--- config.mk ---
export PLATFORM = sky130hd
export DESIGN_NAME = apb_intf
export DESIGN_NICKNAME = d
export VERILOG_FILES = /design/src/rtl/apb_pkg.sv /design/src/rtl/apb_addr_decode.sv /design/src/rtl/apb_intf.sv
export SDC_FILE = /design/constraint.sdc
export NUM_CORES = 1
export LEC_CHECK = 0
export BUFFER_PORTS_ARGS = -buffer_cell sky130_fd_sc_hd__buf_2
export CAP_MARGIN = 10
export CORE_MARGIN = 2
export CORE_UTILIZATION = 45
export DETAILED_ROUTE_END_ITERATION = 6
export PLACE_DENSITY_LB_ADDON = 0.1
export SYNTH_ARGS = -nofsm -noshare
export SYNTH_HDL_FRONTEND = slang
export SYNTH_SLANG_ARGS = --single-unit
--- constraint.sdc ---
create_clock -name pclk -period 2.3 [get_ports pclk]
set_input_delay 0 -clock pclk [delete_from_list [all_inputs] [get_ports pclk]]
set_output_delay 0 -clock pclk [all_outputs]
set_load 0.01 [all_outputs]
--- src/rtl/apb_pkg.sv ---
// ---------------------------------------------------------------------------
// apb_pkg
// Shared types and constants for the APB4 requester bridge.
//   apb_state_e   : bridge state machine encoding
//   DEF_AW/DEF_DW : default address/data widths
//   PPROT_DEFAULT : protection attribute driven on every transfer
// ---------------------------------------------------------------------------
package apb_pkg;

    localparam int DEF_AW = 32;
    localparam int DEF_DW = 32;

    // Normal, secure, data access on every transfer
    localparam logic [2:0] PPROT_DEFAULT = 3'b000;

    // RESP_ERR is the one-cycle response slot after a command that
    // decodes to no completer; the APB bus stays idle throughout
    typedef enum logic [1:0] {
        IDLE,
        SETUP,
        ACCESS,
        RESP_ERR
    } apb_state_e;

endpackage

--- src/rtl/apb_addr_decode.sv ---
// ---------------------------------------------------------------------------
// apb_addr_decode
// Combinational address decoder for the APB bridge. Each completer owns a
// 2^SLV_SIZE_LOG2-byte window starting at address 0.
//   addr       in  AW       byte address of the command
//   sel        out NUM_SLV  one-hot completer select (all zero on error)
//   decode_err out 1        address hits no completer
// ---------------------------------------------------------------------------
module apb_addr_decode
    import apb_pkg::*;
#(
    parameter int AW            = DEF_AW,
    parameter int NUM_SLV       = 2,
    parameter int SLV_SIZE_LOG2 = 12
) (
    input  logic [AW-1:0]      addr,
    output logic [NUM_SLV-1:0] sel,
    output logic               decode_err
);

    localparam int IDX_BITS = (NUM_SLV > 1) ? $clog2(NUM_SLV) : 0;

    logic [AW-1:0] window;
    logic [AW-1:0] index;
    logic [AW-1:0] upper;

    // The window number is split into the completer index field and the
    // bits above it; any set bit above the field is outside the fabric,
    // and an index past the last completer is a hole in the map.
    always_comb begin
        window     = addr >> SLV_SIZE_LOG2;
        index      = window & ((AW'(1) << IDX_BITS) - AW'(1));
        upper      = window >> IDX_BITS;
        decode_err = (upper != '0) || (index >= AW'(NUM_SLV));
        sel        = '0;
        for (int i = 0; i < NUM_SLV; i++) begin
            if (!decode_err && (index == AW'(i))) begin
                sel[i] = 1'b1;
            end
        end
    end

endmodule

--- src/rtl/apb_intf.sv ---
// ---------------------------------------------------------------------------
// apb_intf
// APB4 requester bridge: takes single read/write commands on a valid/ready
// port, runs one APB transfer per command and returns a one-cycle response.
//   pclk, prstn             clock / async active-low reset
//   cmd_valid/cmd_ready     command handshake (ready only in IDLE)
//   cmd_addr/cmd_write/cmd_wdata/cmd_strb  command fields
//   rsp_valid/rsp_rdata/rsp_err            response (valid pulses, rest held)
//   paddr/psel/penable/pwrite/pwdata/pstrb/pprot  APB requester outputs
//   pready/prdata/pslverr   muxed completer inputs
// ---------------------------------------------------------------------------
module apb_intf
    import apb_pkg::*;
#(
    parameter int AW            = DEF_AW,
    parameter int DW            = DEF_DW,
    parameter int NUM_SLV       = 2,
    parameter int SLV_SIZE_LOG2 = 12,
    parameter int TIMEOUT       = 16
) (
    input  logic                pclk,
    input  logic                prstn,

    input  logic                cmd_valid,
    output logic                cmd_ready,
    input  logic [AW-1:0]       cmd_addr,
    input  logic                cmd_write,
    input  logic [DW-1:0]       cmd_wdata,
    input  logic [DW/8-1:0]     cmd_strb,

    output logic                rsp_valid,
    output logic [DW-1:0]       rsp_rdata,
    output logic                rsp_err,

    output logic [AW-1:0]       paddr,
    output logic [NUM_SLV-1:0]  psel,
    output logic                penable,
    output logic                pwrite,
    output logic [DW-1:0]       pwdata,
    output logic [DW/8-1:0]     pstrb,
    output logic [2:0]          pprot,
    input  logic                pready,
    input  logic [DW-1:0]       prdata,
    input  logic                pslverr
);

    localparam int CNT_W = $clog2(TIMEOUT + 1);

    apb_state_e state, next_state;

    logic [NUM_SLV-1:0] dec_sel;
    logic               dec_err;
    logic [NUM_SLV-1:0] psel_q;
    logic [CNT_W-1:0]   wait_cnt;

    logic accept;
    logic complete;
    logic abort;

    apb_addr_decode #(
        .AW            (AW),
        .NUM_SLV       (NUM_SLV),
        .SLV_SIZE_LOG2 (SLV_SIZE_LOG2)
    ) u_decode (
        .addr       (cmd_addr),
        .sel        (dec_sel),
        .decode_err (dec_err)
    );

    // State register; reset drops any transfer in flight without a response
    always_ff @(posedge pclk or negedge prstn) begin
        if (!prstn) begin
            state <= IDLE;
        end else begin
            state <= next_state;
        end
    end

    // Next-state logic. wait_cnt counts ACCESS cycles already spent with
    // pready low, so the abort fires at the end of the TIMEOUT-th one.
    always_comb begin
        next_state = state;
        accept     = 1'b0;
        complete   = 1'b0;
        abort      = 1'b0;
        case (state)
            IDLE: begin
                if (cmd_valid) begin
                    accept     = 1'b1;
                    next_state = dec_err ? RESP_ERR : SETUP;
                end
            end
            SETUP: begin
                next_state = ACCESS;
            end
            ACCESS: begin
                if (pready) begin
                    complete   = 1'b1;
                    next_state = IDLE;
                end else if (wait_cnt == CNT_W'(TIMEOUT - 1)) begin
                    abort      = 1'b1;
                    next_state = IDLE;
                end
            end
            RESP_ERR: begin
                next_state = IDLE;
            end
            default: begin
                next_state = IDLE;
            end
        endcase
    end

    assign cmd_ready = (state == IDLE);
    assign penable   = (state == ACCESS);
    assign psel      = ((state == SETUP) || (state == ACCESS)) ? psel_q : '0;
    assign pprot     = PPROT_DEFAULT;

    // Command capture, wait counter and response registers. APB fields are
    // only loaded for commands that decode, so a rejected command leaves the
    // bus exactly as the last real transfer left it.
    always_ff @(posedge pclk or negedge prstn) begin
        if (!prstn) begin
            paddr     <= '0;
            pwrite    <= 1'b0;
            pwdata    <= '0;
            pstrb     <= '0;
            psel_q    <= '0;
            wait_cnt  <= '0;
            rsp_valid <= 1'b0;
            rsp_err   <= 1'b0;
            rsp_rdata <= '0;
        end else begin
            rsp_valid <= 1'b0;

            if (accept && !dec_err) begin
                paddr  <= cmd_addr;
                pwrite <= cmd_write;
                pwdata <= cmd_wdata;
                pstrb  <= cmd_write ? cmd_strb : '0;
                psel_q <= dec_sel;
            end

            if (state == SETUP) begin
                wait_cnt <= '0;
            end else if ((state == ACCESS) && !pready) begin
                wait_cnt <= wait_cnt + CNT_W'(1);
            end

            if (accept && dec_err) begin
                rsp_valid <= 1'b1;
                rsp_err   <= 1'b1;
                rsp_rdata <= '0;
            end

            if (complete) begin
                rsp_valid <= 1'b1;
                rsp_err   <= pslverr;
                rsp_rdata <= (!pwrite && !pslverr) ? prdata : '0;
            end

            if (abort) begin
                rsp_valid <= 1'b1;
                rsp_err   <= 1'b1;
                rsp_rdata <= '0;
            end
        end
    end

endmodule

==> After elaboration in Yosys (flattened, before gate mapping) <==
Index checks and enable logic that the tools add are counted.
{ "classes": {"n_addsub": 1, "reduce_logical": 18, "n_eq_ne": 6, "mux": 28, "n_lt_le_gt_ge": 1} }
{ "op_table": {"columns": ["cell", "n"], "rows": [
  ["2-to-1 mux 32 bit", 4],
  ["zero test 32 bit", 1],
  ["nonzero test 32 bit", 1],
  ["2-to-1 mux 1 bit", 15],
  ["2-to-1 mux 2 bit", 5],
  ["2-to-1 mux 5 bit", 2],
  ["one-hot mux 2 bit (4 select lines)", 1],
  ["logical AND 1 bit", 6],
  ["adder 5 x 1 -> 5 bit (second input constant)", 1],
  ["equality test 5 x 4 -> 1 bit (second input constant)", 1],
  ["equality test 2 bit (second input constant)", 2],
  ["zero test 1 bit", 4],
  ["2-to-1 mux 4 bit", 1],
  ["inequality test 3 x 1 -> 1 bit (second input constant)", 1],
  ["nonzero test 3 bit", 1],
  ["equality test 2 x 1 -> 1 bit (second input constant)", 1],
  ["greater-or-equal comparator 1 x 2 -> 1 bit (second input constant)", 1],
  ["zero test 2 bit", 1],
  ["logical OR 1 bit", 2],
  ["inequality test 2 bit (second input constant)", 1],
  ["AND reduction 2 bit", 1],
  ["nonzero test 2 bit", 1]
]} }
{ "totals": {"inputBits": 106, "out_inout_bits": 110, "reg_bits": 112} }

==> Longest topological paths before layout <==
Gate-level depths: netlist (run 1).
{ "depth": {"depth_word": 6, "depth_mapped": 8} }

==> Cells and area by module <==
Synthesis (run 1) repeated with hierarchy kept, for this count alone.
{ "hier_totals": {"hier_cells": 293, "hier_area_um2": 4590.7} }
{ "by_module_without_submodules": {"columns": ["mod", "seq_area_each_um2", "area_per_inst_um2", "n_inst", "cells_per_inst"], "rows": [
  ["apb_intf", 2802.7, 4523.1, 1, 283],
  ["apb_addr_decode", 0.0, 67.6, 1, 10]
]} }

==> Least setup slack after synthesis (run 1) <==
Ideal clock, no wire load.
{ "synth_path": {"kind": "register to register", "start": "reg wait_cnt[0]", "end": "reg rsp_rdata[10]", "setup_ns": 0.066, "setup_slack_ns": 0.332, "period_less_slack_ns": 1.968, "arrival_ns": 1.902, "stages_incl_launch_ff": 8, "cell_sequence": "dfrtp_1 -> ha_1 -> and3_1 -> ha_1 -> o21a_1 -> o31ai_2 -> buf_2 -> a22o_1"} }
{ "synth_via": {"elab_chain_len": 5, "word_cells_on_any_way": 6} }
{ "synth_lines": {"columns": ["item", "line_no", "source"], "rows": [
  ["start, declared", "apb_intf.sv:54", "logic [CNT_W-1:0] wait_cnt;"],
  ["start signal, assigned", "apb_intf.sv:147", "wait_cnt <= wait_cnt + CNT_W'(1);"],
  ["equality test 5 x 4 -> 1 bit (*)", "apb_intf.sv:100", "end else if (wait_cnt == CNT_W'(TIMEOUT - 1)) begin"],
  ["2-to-1 mux 1 bit (*)", "apb_intf.sv:100", null],
  ["2-to-1 mux 1 bit (*)", "apb_intf.sv:97", "if (pready) begin"],
  ["2-to-1 mux 1 bit (*)", "apb_intf.sv:86", "case (state)"],
  ["nonzero test 3 bit (no source line) or 2-to-1 mux 32 bit (tied branches)", null, null],
  ["end signal, assigned", "apb_intf.sv:159", "rsp_rdata <= (!pwrite && !pslverr) ? prdata : '0;"],
  ["end, declared", "apb_intf.sv:32", "output logic [DW-1:0] rsp_rdata,"]
]} }
Mark *: on every way between the ends. The rest lies on a longest branch, timed or not.
A chain may end at the register's enable or synchronous reset.

==> Final worst setup path (run 1) <==
{ "layout_path": {"start": "reg wait_cnt[0]", "end": "reg rsp_rdata[27]"} }
The elaborated chain is that of the path after synthesis.

==> results.cfg, run 1 <==
[synth]
ys_ff_latch = 112
syn_inst = 293
ys_seq_area_share_pct = 65.7
synthAdderAreaFrac_pct = 1.76
synth_top_family_by_area = multiplexers
synth_warnings = 0
yosysTopAreaCell = dfrtp_1
ys_types = 31
synth_common_cells = dfrtp_1 (112), mux2_2 (43), a22o_1 (32), nor2b_1 (20), inv_1 (13)
synth_edf_count = 0
synthArstFlopShare_pct = 100
avgSynthCellArea_um2 = 14.5
synth_most_common_cell = dfrtp_1
syn-cell-area_mm2 = 0.00426
synth_top_area_share_pct = 65.7
yosys.area_share.simple_pct = 6.37
synthXorXnorAreaFrac_pct = 0.616
synth_area_leaders = dfrtp_1 (66%), mux2_2 (11%), a22o_1 (6.6%)
synth_mux_area_share_pct = 14.3
synth-main-ff-cell = dfrtp_1
synth_compound_area_share_pct = 7.66

[worst_hold_path]
worst_hold_path.num_cells = 5
hold_end = wait_cnt[4]$_DFFE_PN0P_
hp-class = in2reg
hold_path_startpoint = pready

[worst_setup_path]
reg2reg_slack_ns = 0.33
critPathMaxFanout = 34
r2r_end = rsp_rdata[27]$_DFFE_PN0P_
reg2reg_from = wait_cnt[0]$_DFFE_PN0P_
crit_type = reg2reg
worst_r2r_path_depth = 7
arrival_ns = 2.25
crit_required_ns = 2.59
critPathCaptureType = register
cp-start-kind = register

[grt]
grt_max_degree = 62
grt_pass1_wl_mm = 16.6
grt_overflow_total = 0
grt_pass1_vias = 3524
antenna_found_initial = 0
grtUsageTotal_pct = 20.7

[timing]
fmax_ghz = 0.509
worst_pin_slew_ns = 0.723
fin_crit_ns = 1.97
max_slew_margin_pct = 51.8
setup-violations-final = 0
skew_ns = 0.0120
setup-tns-final_ns = 0
worst_slack_ns = 0.334
drv_slew = 0
rsz0062_at_grt = no
hold_viol = 0
min_period_over_period_pct = 85.5

[routing]
drt_iter0_drc = 64
route.detailed.drc = 0
viasPerCell = 4.84
num_vias = 3448
wire_per_inst_um = 15.2
drt_wl_total_mm = 10.8
ant_nets = 0
drt_first_pass_iters = 4

[floorplan]
core_mm2 = 0.00920
fp.dieH_um = 101
die_x_um = 101
start_util_pct = 46.4
io_pins = 216
rows = 35
dieArea_mm2 = 0.0103

[cts]
cts_setup_buffers = 0
cts_root_buf = clkbuf_8
cts_sinks = 112
cts_buffers = 9
clk_latency_ns = 0.36
cts_buffer_depth = 2
holdBufCountCts = 90
tritoncts = yes
clk_pin_slew_worst_paths_ns = 0.09
ctsResizeCount = 0
cts.htree.levels = 3

[power]
p_leak_nw = 3.70
total_power_mw = 4.94
p_per_area_mw_per_mm2 = 752
irDropWorstVdd_uv = 329

[final_layout]
n_antenna_cell = 0
drive_above_1_share_pct = 46.6
fin_nets = 709
syn_to_final_growth_pct = 54.0
fin_util_pct = 71.4

[status]
outcome = complete, no violations

[placed_design]
place.detailed.hpwl_mm = 6.77
portBuffers = 212
routabilityCongestion = 0.742
place_ws_ns = 0.327

[run]
max-cap-violations = 0
cell families after synthesis:
group | Yosys count
muxes | 55
AOI/OAI and AO/OA | 38
and+or+nand+nor | 48
buffers and inverters | 30
other | 1
xor gates and xnor gates | 3
DFF | 112
adders and majority gates | 6
state kept, by name, indices dropped and copies added, names as in the netlist:
register	flops
state	2
pstrb	4
wait_cnt	5
rsp_valid	1
pwdata	32
rsp_err	1
paddr	32
pwrite	1
rsp_rdata	32
psel_q	2
layout by cell type, fill, tap and decap left out, types with 6 or more instances in the layout:
cell           Yosys  routed
a22o_1            32      32
buf_2              4     211
clkbuf_8           0       9
dfrtp_1          112     112
dlygate4sd3_1      0      90
ha_1               6       6
inv_1             13      13
mux2_2            43      43
mux2i_1            8       8
nand2_1            8       8
nor2_1             6       6
nor2b_1           20      20
worst max path at each step:
| stage | cells past startpoint | startpoint | to |
|---|---|---|---|
| 6_report | 7 | wait_cnt[0]$_DFFE_PN0P_ | rsp_rdata[27]$_DFFE_PN0P_ |
| 5_1_grt | 7 | wait_cnt[0]$_DFFE_PN0P_ | rsp_rdata[3]$_DFFE_PN0P_ |
| 4_1_cts | 7 | wait_cnt[0]$_DFFE_PN0P_ | rsp_rdata[29]$_DFFE_PN0P_ |
| 3_5_place_dp | 6 | cmd_addr[23] | pwdata[23]$_DFFE_PN0P_ |
| 3_3_place_gp | 7 | wait_cnt[0]$_DFFE_PN0P_ | rsp_rdata[6]$_DFFE_PN0P_ |
| 2_1_floorplan | 7 | wait_cnt[0]$_DFFE_PN0P_ | rsp_rdata[10]$_DFFE_PN0P_ |
layer usage:
metal / share of wire, % / global-route usage (%) / vias up
met5: 0 / 0 / -
met4: 2.6 / 8.63 / 0
met3: 6.5 / 4.55 / 22
met2: 50 / 35.8 / 140
met1: 41 / 25.1 / 1670
li1: - / - / 1616
area by class of cell:
cell class                      instances  area, um2
Clock buffer                            9        124
Clock inverter                          6       68.8
Fill cell                             661       2630
Inverter                               13       48.8
Multi-Input combinational cell        153       1330
Sequential cell                       112       2800
Tap cell                              111        139
Timing Repair Buffer                  308       2050
worst max-delay path: stages, from the launching register on:
cell and delay (ns):
dfrtp_1 0.41, ha_1 0.21, and3_1 0.18, ha_1 0.19
o21a_1 0.21, o31ai_4 0.28, buf_12 0.22, a22o_1 0.18
per-stage QoR:
step | instances | instance area (um2) | hold slack (ns)
floorplan | 295 | 4270 | -0.296
global placement | 607 | 5470 | 0.0965
detailed placement | 607 | 5470 | 0.0987
CTS | 712 | 6560 | 0.0955
global route | 712 | 6560 | 0.134
finish | 712 | 6560 | 0.115
where the power goes:
part,switching [mW],internal [mW],total [mW],leakage [nW]
clock network,0.633,0.504,1.14,0.0957
registers,0.140,2.25,2.39,1.51
logic,0.717,0.697,1.41,2.09
total,1.49,3.45,4.94,3.70
Power figures use the tool's default switching activity.
==> run 2, diff against run 1 <==
Settings changed: RECOVER_POWER set to 100.
==> run 2 against run 1 <==
  * Cell count is the same
  * Via count grew 0.12%
  * Core utilization decreased by 1.6 points
  * Power fell by 1.2%
==> results.cfg, run 2 (same netlist as run 1, synthesis figures left out) <==
[power]
p_sw_mw = 1.51
intPower_mw = 3.37
p_per_area_mw_per_mm2 = 760
irDropWorstVdd_uv = 322
clkPwrFrac_pct = 23.4
swShare_pct = 31.0
p_leak_nw = 3.25
p_comb_share_pct = 27.4
total_power_mw = 4.88
seq_power_share_pct = 49.1

[timing]
min_period_over_period_pct = 85.4
hold_viol = 0
drv_slew = 0
skew_ns = 0.0145
worst_pin_slew_ns = 1.40
fmax_ghz = 0.509
setup-tns-final_ns = 0
max_slew_margin_pct = 6.40
fin_crit_ns = 1.96
worst_hold_slack_ns = 0.173
rsz0062_at_grt = no
setup-violations-final = 0

[final_layout]
nFillCells = 716
final_common_cell = dfrtp_1
final_cells = 712
final_cell_mix = dfrtp_1 (112), clkbuf_1 (108), buf_2 (105), dlygate4sd3_1 (90), mux2_2 (43)
syn_to_final_growth_pct = 50.6
fin_nets = 709
largestRegisters = paddr (32), pwdata (32), rsp_rdata (32)
drive_above_1_share_pct = 28.6
fin_util_pct = 69.8
n_antenna_cell = 0

[cts]
cts_buffers = 9
cts_sinks = 112
cts.htree.levels = 3
clk_latency_ns = 0.36
tritoncts = yes
clk_pin_slew_worst_paths_ns = 0.10
cts_root_buf = clkbuf_8
cts_setup_buffers = 0
cts_buffer_depth = 2

[routing]
wire_per_inst_um = 15.3
num_vias = 3452
ant_nets = 0
drt_iter0_drc = 58
drt_first_pass_iters = 4
drt_wl_total_mm = 10.9
viasPerCell = 4.85
route.detailed.drc = 0

[floorplan]
fp.dieH_um = 101
rows = 35
io_pins = 216
dieArea_mm2 = 0.0103
start_util_pct = 46.4
core_mm2 = 0.00920
die_x_um = 101

[placed_design]
place_inst = 607
place.detailed.hpwl_mm = 6.77
portBuffers = 212
routabilityCongestion = 0.742

[worst_setup_path]
crit_required_ns = 2.59
critPathMaxFanout = 34
crit_type = reg2reg
arrival_ns = 2.25
critPathCaptureType = register
cp-start-kind = register

[grt]
grt_max_degree = 62
grtUsageTotal_pct = 20.7
met2_usage_pct = 35.8
grtUsageMet1_pct = 25.1
grt_pass1_vias = 3524
antenna_found_initial = 0
grt_pass1_wl_mm = 16.6
grtUsageMet3_pct = 4.55
grt_overflow_total = 0
top_usage_layer = met2

[run]
max-cap-violations = 0

[worst_hold_path]
hp-class = in2reg

[status]
outcome = complete, no violations
-- run 2: worst max-delay path, stage by stage (launching register included) --
cell	delay, ns
dfrtp_1	0.42
ha_1	0.21
and3_1	0.18
ha_1	0.19
o21a_1	0.21
o31ai_4	0.28
buf_12	0.23
a22o_1	0.18
-- run 2: power by group through the flow --
stage	sequential [mW]	combinational [mW]	clock, mW
2_1_floorplan	2.54	0.575	0
3_3_place_gp	2.41	1.27	0
3_5_place_dp	2.42	1.28	0
4_1_cts	2.38	1.42	1.19
5_1_grt	2.43	1.46	1.26
6_report	2.40	1.34	1.14
-- run 2: layout make-up --
type	instances	area (um2)	share of cell area, %
clock buffer	9	124	1.93
timing repair buffer	308	1900	29.7
tap	111	139	2.16
clock inverter	6	68.8	1.07
sequential	112	2800	43.6
inverter	13	48.8	0.760
multi-input combinational	153	1330	20.8
-- run 2: layer usage --
layer  vias up  part of all wire (%)
li1       1618                     -
met1      1670                    42
met2       141                    49
met3        23                   6.1
met4         0                   2.7
met5         -                     0
-- run 2: per-stage QoR --
stage / area (um2) / worst slack [ns]
floorplan: 4270 / 0.332
global placement: 5470 / 0.368
detailed placement: 5470 / 0.327
CTS: 6560 / 0.338
global route: 6420 / 0.144
finish: 6420 / 0.337
-- run 2: worst paths after layout --
path / slack [ns] / endpoint / startpoint / cells after the start
min in group asynchronous: 0.49 / paddr[1]$_DFFE_PN0P_ / prstn / 2
worst max-delay path: 0.34 / rsp_rdata[27]$_DFFE_PN0P_ / wait_cnt[0]$_DFFE_PN0P_ / 7
worst max register to register: 0.34 / rsp_rdata[27]$_DFFE_PN0P_ / wait_cnt[0]$_DFFE_PN0P_ / 7
worst min-delay path: 0.17 / wait_cnt[4]$_DFFE_PN0P_ / pready / 5
max in group asynchronous: 0.85 / rsp_rdata[27]$_DFFE_PN0P_ / prstn / 3
worst min register to register: 0.49 / paddr[2]$_DFFE_PN0P_ / paddr[2]$_DFFE_PN0P_ / 1
-- run 2: timing repair --
item / in CTS / in global routing
hold buffers: 90 / 0
hold endpoints to repair: 142 / 0
resized for setup: 0 / 0
